`config.mk`:
```
export PLATFORM = sky130hd
export DESIGN_NAME = superh16_ckpt_ctrl
export DESIGN_NICKNAME = d
export VERILOG_FILES = /design/src/rtl/superh16_pkg.sv /design/src/rtl/superh16_ckpt_age_mask.sv /design/src/rtl/superh16_ckpt_ctrl.sv
export SDC_FILE = /design/constraint.sdc
export NUM_CORES = 1
export LEC_CHECK = 0
export ABC_AREA = 1
export CORE_MARGIN = 1
export CORE_UTILIZATION = 55
export CTS_CLUSTER_SIZE = 28
export DETAILED_ROUTE_END_ITERATION = 8
export PLACE_DENSITY = 0.79
export SLEW_MARGIN = 25
export SYNTH_ARGS = -nofsm -noshare
export SYNTH_HDL_FRONTEND = slang
export SYNTH_SLANG_ARGS = --single-unit
```
`constraint.sdc`:
```
create_clock -name clk -period 5 [get_ports clk]
set_clock_uncertainty 0.15 [all_clocks]
set_input_delay 1 -clock clk [delete_from_list [all_inputs] [get_ports clk]]
set_output_delay 1 -clock clk [all_outputs]
set_load 0.01 [all_outputs]
```
`src/rtl/superh16_pkg.sv`:
```
`default_nettype none
// ============================================================================
// Module      : superh16_pkg
// Description : Shared sizing constants and the checkpoint-controller state
//               encoding for the rename-stage checkpoint logic.
// Revision    : 1.0 - initial release
// ============================================================================
package superh16_pkg;

    localparam int NUM_CKPT  = 4;
    localparam int CKPT_BITS = $clog2(NUM_CKPT);

    typedef enum logic [1:0] {
        RUN     = 2'd0,
        RESTORE = 2'd1,
        STALL   = 2'd2,
        FLUSH   = 2'd3
    } ckpt_state_e;

endpackage
`default_nettype wire

```
`src/rtl/superh16_ckpt_age_mask.sv`:
```
`default_nettype none
// ============================================================================
// Module      : superh16_ckpt_age_mask
// Description : Builds the "slot k and every younger slot" squash mask for
//               the checkpoint ring. Age is measured as the ring distance
//               from head; occupied slots lie at offsets 0..occupancy-1.
// Ports       : i_head  - oldest occupied slot
//               i_tail  - next slot to allocate
//               i_k     - mispredicted slot (oldest slot to squash)
//               i_full  - ring fully occupied (head == tail is ambiguous)
//               o_mask  - one bit per slot, 1 = squash
// Revision    : 1.0 - initial release
// ============================================================================
module superh16_ckpt_age_mask #(
    parameter int NUM_CKPT  = 4,
    parameter int CKPT_BITS = $clog2(NUM_CKPT)
) (
    input  logic [CKPT_BITS-1:0] i_head,
    input  logic [CKPT_BITS-1:0] i_tail,
    input  logic [CKPT_BITS-1:0] i_k,
    input  logic                 i_full,
    output logic [NUM_CKPT-1:0]  o_mask
);

    logic [CKPT_BITS-1:0] w_off_k;
    logic [CKPT_BITS-1:0] w_off_tail;
    logic [CKPT_BITS:0]   w_occ;

    assign w_off_k    = i_k - i_head;
    assign w_off_tail = i_tail - i_head;
    // When full, head == tail so the modular distance reads 0; use the size.
    assign w_occ      = i_full ? (CKPT_BITS+1)'(NUM_CKPT) : {1'b0, w_off_tail};

    generate
        for (genvar gi = 0; gi < NUM_CKPT; gi++) begin : g_slot
            logic [CKPT_BITS-1:0] w_off;
            assign w_off      = CKPT_BITS'(gi) - i_head;
            assign o_mask[gi] = (w_off >= w_off_k) && ({1'b0, w_off} < w_occ);
        end
    endgenerate

endmodule
`default_nettype wire

```
`src/rtl/superh16_ckpt_ctrl.sv`:
```
`default_nettype none
// ============================================================================
// Module      : superh16_ckpt_ctrl
// Description : Branch-checkpoint controller for the rename stage. Allocates
//               alias-table checkpoint slots in program order, retires them
//               on correct resolution, sequences misprediction recovery with
//               a rename stall and clears everything on exception flush.
// Ports       : clk, rst_n (async, active-low)
//               i_alloc_req / o_alloc_gnt / o_alloc_id  - slot allocation
//               i_resolve_*                             - branch resolution
//               i_flush_req                             - exception flush
//               o_rat_*                                 - alias table control
//               o_rename_stall, o_free_count, o_ckpt_live - status
// Revision    : 1.0 - initial release
// ============================================================================
module superh16_ckpt_ctrl
    import superh16_pkg::*;
#(
    parameter int NUM_CKPT      = superh16_pkg::NUM_CKPT,
    parameter int RECOVER_STALL = 2,
    parameter int CKPT_BITS     = $clog2(NUM_CKPT)
) (
    input  logic                 clk,
    input  logic                 rst_n,
    input  logic                 i_alloc_req,
    output logic                 o_alloc_gnt,
    output logic [CKPT_BITS-1:0] o_alloc_id,
    input  logic                 i_resolve_valid,
    input  logic [CKPT_BITS-1:0] i_resolve_id,
    input  logic                 i_resolve_mispredict,
    input  logic                 i_flush_req,
    output logic                 o_rat_ckpt_create,
    output logic [CKPT_BITS-1:0] o_rat_ckpt_id,
    output logic                 o_rat_ckpt_restore,
    output logic [CKPT_BITS-1:0] o_rat_restore_id,
    output logic                 o_rat_flush,
    output logic                 o_rename_stall,
    output logic [CKPT_BITS:0]   o_free_count,
    output logic [NUM_CKPT-1:0]  o_ckpt_live
);

    localparam logic [CKPT_BITS:0] c_num_ckpt = (CKPT_BITS+1)'(NUM_CKPT);
    localparam logic [2:0]         c_stall    = 3'(RECOVER_STALL);

    ckpt_state_e          r_state;
    logic [2:0]           r_stall_cnt;
    logic                 r_rat_restore;
    logic [CKPT_BITS-1:0] r_restore_id;
    logic                 r_rat_flush;

    logic [CKPT_BITS-1:0] r_head;
    logic [CKPT_BITS-1:0] r_tail;
    logic [CKPT_BITS:0]   r_count;
    logic [NUM_CKPT-1:0]  r_live;

    logic                 w_mispredict;
    logic                 w_correct;
    logic                 w_full;
    logic                 w_gnt;
    logic                 w_head_adv;
    logic [NUM_CKPT-1:0]  w_squash_mask;
    logic [NUM_CKPT-1:0]  w_live_nxt;
    logic [CKPT_BITS-1:0] w_k_dist;

    // Resolves naming a non-live slot were already squashed or retired.
    assign w_mispredict = i_resolve_valid &  i_resolve_mispredict & r_live[i_resolve_id];
    assign w_correct    = i_resolve_valid & ~i_resolve_mispredict & r_live[i_resolve_id];
    assign w_full       = (r_count == c_num_ckpt);
    assign w_gnt        = i_alloc_req & (r_state == RUN) & ~w_full
                        & ~w_mispredict & ~i_flush_req;
    // Resolved slots retire in order, one per cycle, once they reach head.
    assign w_head_adv   = (r_count != '0) & ~r_live[r_head];
    assign w_k_dist     = i_resolve_id - r_head;

    superh16_ckpt_age_mask #(
        .NUM_CKPT  (NUM_CKPT),
        .CKPT_BITS (CKPT_BITS)
    ) u_age_mask (
        .i_head (r_head),
        .i_tail (r_tail),
        .i_k    (i_resolve_id),
        .i_full (w_full),
        .o_mask (w_squash_mask)
    );

    always_comb begin
        w_live_nxt = r_live;
        if (w_correct)
            w_live_nxt[i_resolve_id] = 1'b0;
        if (w_gnt)
            w_live_nxt[r_tail] = 1'b1;
        if (w_mispredict)
            w_live_nxt = w_live_nxt & ~w_squash_mask;
    end

    // Ring pointers, occupancy and live mask.
    always_ff @(posedge clk or negedge rst_n) begin
        if (!rst_n) begin
            r_head  <= '0;
            r_tail  <= '0;
            r_count <= '0;
            r_live  <= '0;
        end else if (i_flush_req) begin
            r_head  <= '0;
            r_tail  <= '0;
            r_count <= '0;
            r_live  <= '0;
        end else begin
            r_live <= w_live_nxt;
            if (w_head_adv)
                r_head <= r_head + 1'b1;
            if (w_mispredict) begin
                // Head can only advance over a slot older than k, so the
                // surviving occupancy is the distance from the new head.
                r_tail  <= i_resolve_id;
                r_count <= {1'b0, w_k_dist} - {{CKPT_BITS{1'b0}}, w_head_adv};
            end else begin
                if (w_gnt)
                    r_tail <= r_tail + 1'b1;
                r_count <= r_count + {{CKPT_BITS{1'b0}}, w_gnt}
                                   - {{CKPT_BITS{1'b0}}, w_head_adv};
            end
        end
    end

    // Recovery sequencer with registered alias-table controls.
    always_ff @(posedge clk or negedge rst_n) begin
        if (!rst_n) begin
            r_state       <= RUN;
            r_stall_cnt   <= '0;
            r_rat_restore <= 1'b0;
            r_restore_id  <= '0;
            r_rat_flush   <= 1'b0;
        end else begin
            r_rat_restore <= 1'b0;
            r_rat_flush   <= 1'b0;
            if (i_flush_req) begin
                r_state     <= FLUSH;
                r_rat_flush <= 1'b1;
            end else if (w_mispredict) begin
                r_state       <= RESTORE;
                r_rat_restore <= 1'b1;
                r_restore_id  <= i_resolve_id;
            end else begin
                case (r_state)
                    RUN: r_state <= RUN;
                    RESTORE: begin
                        if (c_stall == 3'd0) begin
                            r_state <= RUN;
                        end else begin
                            r_state     <= STALL;
                            r_stall_cnt <= c_stall - 3'd1;
                        end
                    end
                    STALL: begin
                        if (r_stall_cnt == 3'd0)
                            r_state <= RUN;
                        else
                            r_stall_cnt <= r_stall_cnt - 3'd1;
                    end
                    FLUSH:   r_state <= RUN;
                    default: r_state <= RUN;
                endcase
            end
        end
    end

    assign o_alloc_gnt        = w_gnt;
    assign o_alloc_id         = r_tail;
    assign o_rat_ckpt_create  = w_gnt;
    assign o_rat_ckpt_id      = r_tail;
    assign o_rat_ckpt_restore = r_rat_restore;
    assign o_rat_restore_id   = r_restore_id;
    assign o_rat_flush        = r_rat_flush;
    assign o_rename_stall     = (r_state != RUN) | (i_alloc_req & ~w_gnt);
    assign o_free_count       = c_num_ckpt - r_count;
    assign o_ckpt_live        = r_live;

endmodule
`default_nettype wire

```
; ---- After elaboration in Yosys (flattened, before gate mapping)
; Index checks and enable logic that the tools add are counted.
; W data, S select, Z words.
[totals]
out_inout_bits = 18
regBits = 20
[classes]
reduce_logical = 16
n_bitwise = 22
mux = 29
n_eq_ne = 6
add_sub_neg = 13
n_lt_le_gt_ge = 13
[ops]
columns = cell, n
row1 = $mux W2, 8
row2 = $mux W4, 4
row3 = $lt A2 B3 Y1, 4
row4 = $mux W3, 4
row5 = $and A1 B1 Y1, 10
row6 = $lt A2 B3 Y1 const B, 3
row7 = $and A4 B4 Y4, 2
row8 = $ge A2 B2 Y1, 4
row9 = $not A4 Y4, 2
row10 = $mux W1, 7
row11 = $logic_and A1 B1 Y1, 6
row12 = $not A1 Y1, 6
row13 = $pmux W2 S3, 1
row14 = $pmux W3 S2, 1
row15 = $reduce_bool A2 Y1, 3
row16 = $reduce_bool A3 Y1, 2
row17 = $add A2 B1 Y2 const B, 2
row18 = $bmux W1 S2, 2
row19 = $demux W1 S2, 2
row20 = $eq A2 B2 Y1 const B, 2
row21 = $ge A2 B1 Y1 const B, 2
row22 = $ne A4 B4 Y1 const B, 1
row23 = $or A4 B4 Y4, 1
row24 = $reduce_and A4 Y1, 1
row25 = other kinds (16), 19

; ---- Logic depth before layout (Yosys ltp)
[logic_depth]
word_depth = 12
ltp_mapped = 17
depth_no_buf = 16

; ---- By module
; A second synthesis with hierarchy kept.
[hier_totals]
cells_unflattened = 249
area_unflattened_um2 = 1770.4
[by_module_without_submodules]
columns = module, area_per_inst_um2, cells_each, instances
row1 = superh16_ckpt_ctrl, 1377.6, 175, 1
row2 = superh16_ckpt_age_mask, 392.9, 74, 1

; ---- Least setup slack after synthesis
; Ideal clock, no wire load.
[synth_path]
path_kind = input to output
start = input i_resolve_id[0]
end = output o_rat_ckpt_create
cell_stages = 12
slack_ps = 1916
path_buffers = 2
t_arrival_ps = 1934
cell_sequence = buf_6 inv_4 nand2_1 nand2_1 nand2_1 nand2_2 nand2_2 nand2_1 inv_1 nand2_1 inv_1 buf_4
[synth_via]
elab_chain_len = 6
[synth_lines]
columns = element, line_no
row1 = from (decl), superh16_ckpt_ctrl.sv:29  ; input logic [CKPT_BITS-1:0] i_resolve_id,
row2 = $bmux W1 S2, superh16_ckpt_ctrl.sv:66  ; assign w_mispredict = i_resolve_valid & i_resolve_mispredict & r_live[i_resolve_id];
row3 = $mux W1 (implied by the code), superh16_ckpt_ctrl.sv:66
row4 = $and A1 B1 Y1, superh16_ckpt_ctrl.sv:66
row5 = $not A1 Y1 (no source line), n/a
row6 = $and A1 B1 Y1 (2 in a row), superh16_ckpt_ctrl.sv:70  ; & ~w_mispredict & ~i_flush_req;
row7 = to (decl), superh16_ckpt_ctrl.sv:32  ; output logic o_rat_ckpt_create,
; Every way passes these cells. The select of a mux whose other input is x is not followed.

; ---- Final worst setup path
; Ends and elaborated chain as after synthesis.

==> key figures <==
Yosys
  – Synth Area in Compound Gates: 0.0705
  – Post-Syn Instances: 251
  – FFs w/ async S/R, synth: 1.00
  – Mapped Area: 1760 um^2
  – #FFs+latches synth: 20
  – EDFF count, synth: 0
  – Distinct cells, synth: 28
  – XOR/XNOR share of the synthesized area: 0.0249
  – Largest family of logic cells by synthesized area: simple AND/OR/NAND/NOR gates
  – Mux cell area share after synthesis: 0
  – Ys Warns: 0
  – Sequential area share after synthesis: 0.285
  – Synth Area in Adders: 0.168
  – Net Count, Synth: 282
  – Avg Inst Size Synth: 7.00 um^2
  – Ys flop type: dfrtp_1
  – Synth Area in Simple Gates: 0.321

STA
  – Worst Tran Pin Value: 0.463 ns
  – Final cycle utilization of the critical path: 0.901
  – Slew Viols, Final: 0
  – Fmax: 222 MHz
  – Hold Fails Final Rpt: 0
  – Final WS setup: 0.496 ns
  – RSZ-0062 raised after global routing: no
  – Final TNS setup: 0 ns
  – Relative slew slack: 0.692
  – Post-layout minimum cycle time: 4.50 ns
  – # setup viols final: 0

Global routing
  – GR Util All Layers: 0.260
  – Vias in the first global route: 1509
  – Grt ovf: 0
  – Pin count of the biggest net entering global routing: 21
  – Antenna violations before repair: 0
  – First-pass GRT wire length: 6730 um

Routing
  – Post-Route WL: 3850 um
  – Drt drc: 0
  – DR WL/cell: 12.2 um
  – Antenna-violating nets left: 0
  – Vias per Instance: 5.14
  – Iteration-0 DRC Markers: 107
  – DRT Pass-1 Iters: 4
  – DR vias: 1623

Worst setup path
  – Worst R2R Setup Slack: 2.12 ns
  – Worst r2r dst: r_count[2]$_DFF_PN0_
  – Crit path DAT: 3.35 ns
  – Crit. End Element: output pin
  – Register-to-Register Path Depth: 14
  – Critical Path RT: 3.85 ns
  – Critical path type: in -> out
  – RR Startpoint: r_count[1]$_DFF_PN0_
  – CP max FO: 11
  – Startpoint types: primary input

Clock network
  – Hold_buf cts: 0
  – CTS Sinks: 20
  – Clk buf depth: 2
  – TritonCTS Buffers: 3
  – Setup Buffers After CTS: 0
  – Worst-Skew Late Latency: 0.31 ns
  – CTS tree: done
  – CTS Root Cell: clkbuf_4
  – H-tree Lvls: 1
  – Post-CTS sizing: 0
  – Reg clk slew, reported paths: 0.12 ns

Place
  – Post-DP HPWL: 2990 um
  – Port bufs: 25
  – GP Congestion: 0.883
  – Pre-CTS setup slack: 0.521 ns

Pwr
  – Sequential share of power: 0.251
  – Overall power: 989 uW
  – Internal power: 538 uW
  – P_sw: 451 uW
  – Peak VDD IR: 435 uV
  – Sw frac: 0.456
  – Clock share of power: 0.137
  – Comb power frac: 0.611
  – Power density over the cells: 485 nW/um^2
  – LEAKAGE: 0.00109 uW

Floorplan
  – Row cnt: 20
  – Die Ht: 58.5 um
  – I/O pins: 26
  – Die area: 3420 um^2
  – Initial core utilization: 0.575
  – Die W: 58.5 um
  – Core area: 3050 um^2

Hold path
  – Hold Crit Depth: 2
  – HP Start: o_rat_restore_id[1]$_DFFE_PN0P_
  – Hold path endpoint: o_rat_restore_id[1]$_DFFE_PN0P_
  – Hold crit path type: reg -> reg

Run status
  – Outcome: complete, no violations

Finish
  – Synth-to-layout area growth: 16.1%
  – Share of layout cells above drive strength 1: 0.0515
  – Nets: 304
  – Antenna Cells: 0

Job
  – Max_cap viols: 0
through the flow:
| step | util | hold slack, ns | area [um^2] | std cells |
|---|---|---|---|---|
| 2_1_floorplan | - | 0.319 | 1760 | 251 |
| 3_3_place_gp | 0.652 | 0.319 | 1990 | 312 |
| 3_5_place_dp | 0.652 | 0.324 | 1990 | 312 |
| 4_1_cts | 0.670 | 0.357 | 2040 | 316 |
| 5_1_grt | 0.668 | 0.395 | 2040 | 316 |
| 6_report | 0.668 | 0.352 | 2040 | 316 |
how the worst max path moves through the flow:
stage	end	start	cells past startpoint
final	o_rat_ckpt_create	i_resolve_id[0]	12
after detailed placement	o_rat_ckpt_create	i_resolve_id[0]	12
after CTS	o_rat_ckpt_create	i_resolve_id[0]	12
after global routing	o_alloc_gnt	i_resolve_id[0]	12
after floorplan	o_rat_ckpt_create	i_resolve_id[0]	12
after global placement	o_alloc_gnt	i_resolve_id[0]	12
worst max-delay path: stages:
cell             delay, ns
clkdlybuf4s50_1       0.73
inv_4                 0.09
nand2_1               0.07
nand2_1               0.05
nand2_1               0.06
nand2_2               0.10
nand2_2               0.26
nand2_1               0.18
inv_1                 0.10
nand2_1               0.06
inv_1                 0.11
clkdlybuf4s50_1       0.54
synthesized netlist by cell type, drive strengths merged, types with 2 or more instances:
cell type,n,share of area
nor2,19,0.051
inv,42,0.091
ha,22,0.16
clkbuf,2,0.010
nand4,9,0.032
xor2,2,0.010
xnor2,3,0.015
buf,6,0.030
nand3,14,0.040
a21oi,7,0.020
dfrtp,20,0.28
nand2,86,0.19
o21ai,12,0.034
a22oi,2,0.0085
per-layer routing:
metal / routed length [um] / share of wire / GRT usage
met1: 1740 / 0.45 / 0.346
met2: 1820 / 0.47 / 0.442
met3: 225 / 0.059 / 0.0440
met4: 56 / 0.015 / 0.0646
met5: 0 / 0 / 0
state kept, by name, summed over array words and instances, names as in the netlist:
name	cells
o_rat_ckpt_restore	1
r_head	2
o_rat_flush	1
r_state	2
o_alloc_id	2
r_stall_cnt	3
o_rat_restore_id	2
o_ckpt_live	4
r_count	3
power groups by stage:
stage | clock [uW] | sequential (uW) | combinational, uW
3_5_place_dp | 0 | 251 | 600
6_report | 136 | 248 | 604
3_3_place_gp | 0 | 249 | 585
2_1_floorplan | 0 | 239 | 443
4_1_cts | 137 | 248 | 608
5_1_grt | 144 | 255 | 705
layout by cell type, fill, tap and decap left out, types with 3 or more instances in the layout:
cell type        instances
nand2_1                 83
inv_1                   39
clkdlybuf4s50_1         24
ha_1                    22
dfrtp_1                 20
nor2_1                  17
nand3_1                 14
o21ai_0                 11
nand4_1                  9
a21oi_1                  7
xnor2_1                  3
clkbuf_4                 3
cell type report:
type	count	area [um^2]
repair buffers	25	245
multi-input cells	181	1030
well taps	44	55.1
clock inverters	1	30.0
inverters	42	160
clock buffers	3	22.5
flip-flops and latches	20	500
fillers	287	1010
kinds of logic after synthesis:
kind of cell,count (synthesis)
AOI/OAI and AO/OA,23
buffers and inverters,50
and+or+nand+nor,130
adders and majority gates,23
xor gates and xnor gates,5
DFF,20
(Power assumes the default switching activity.)
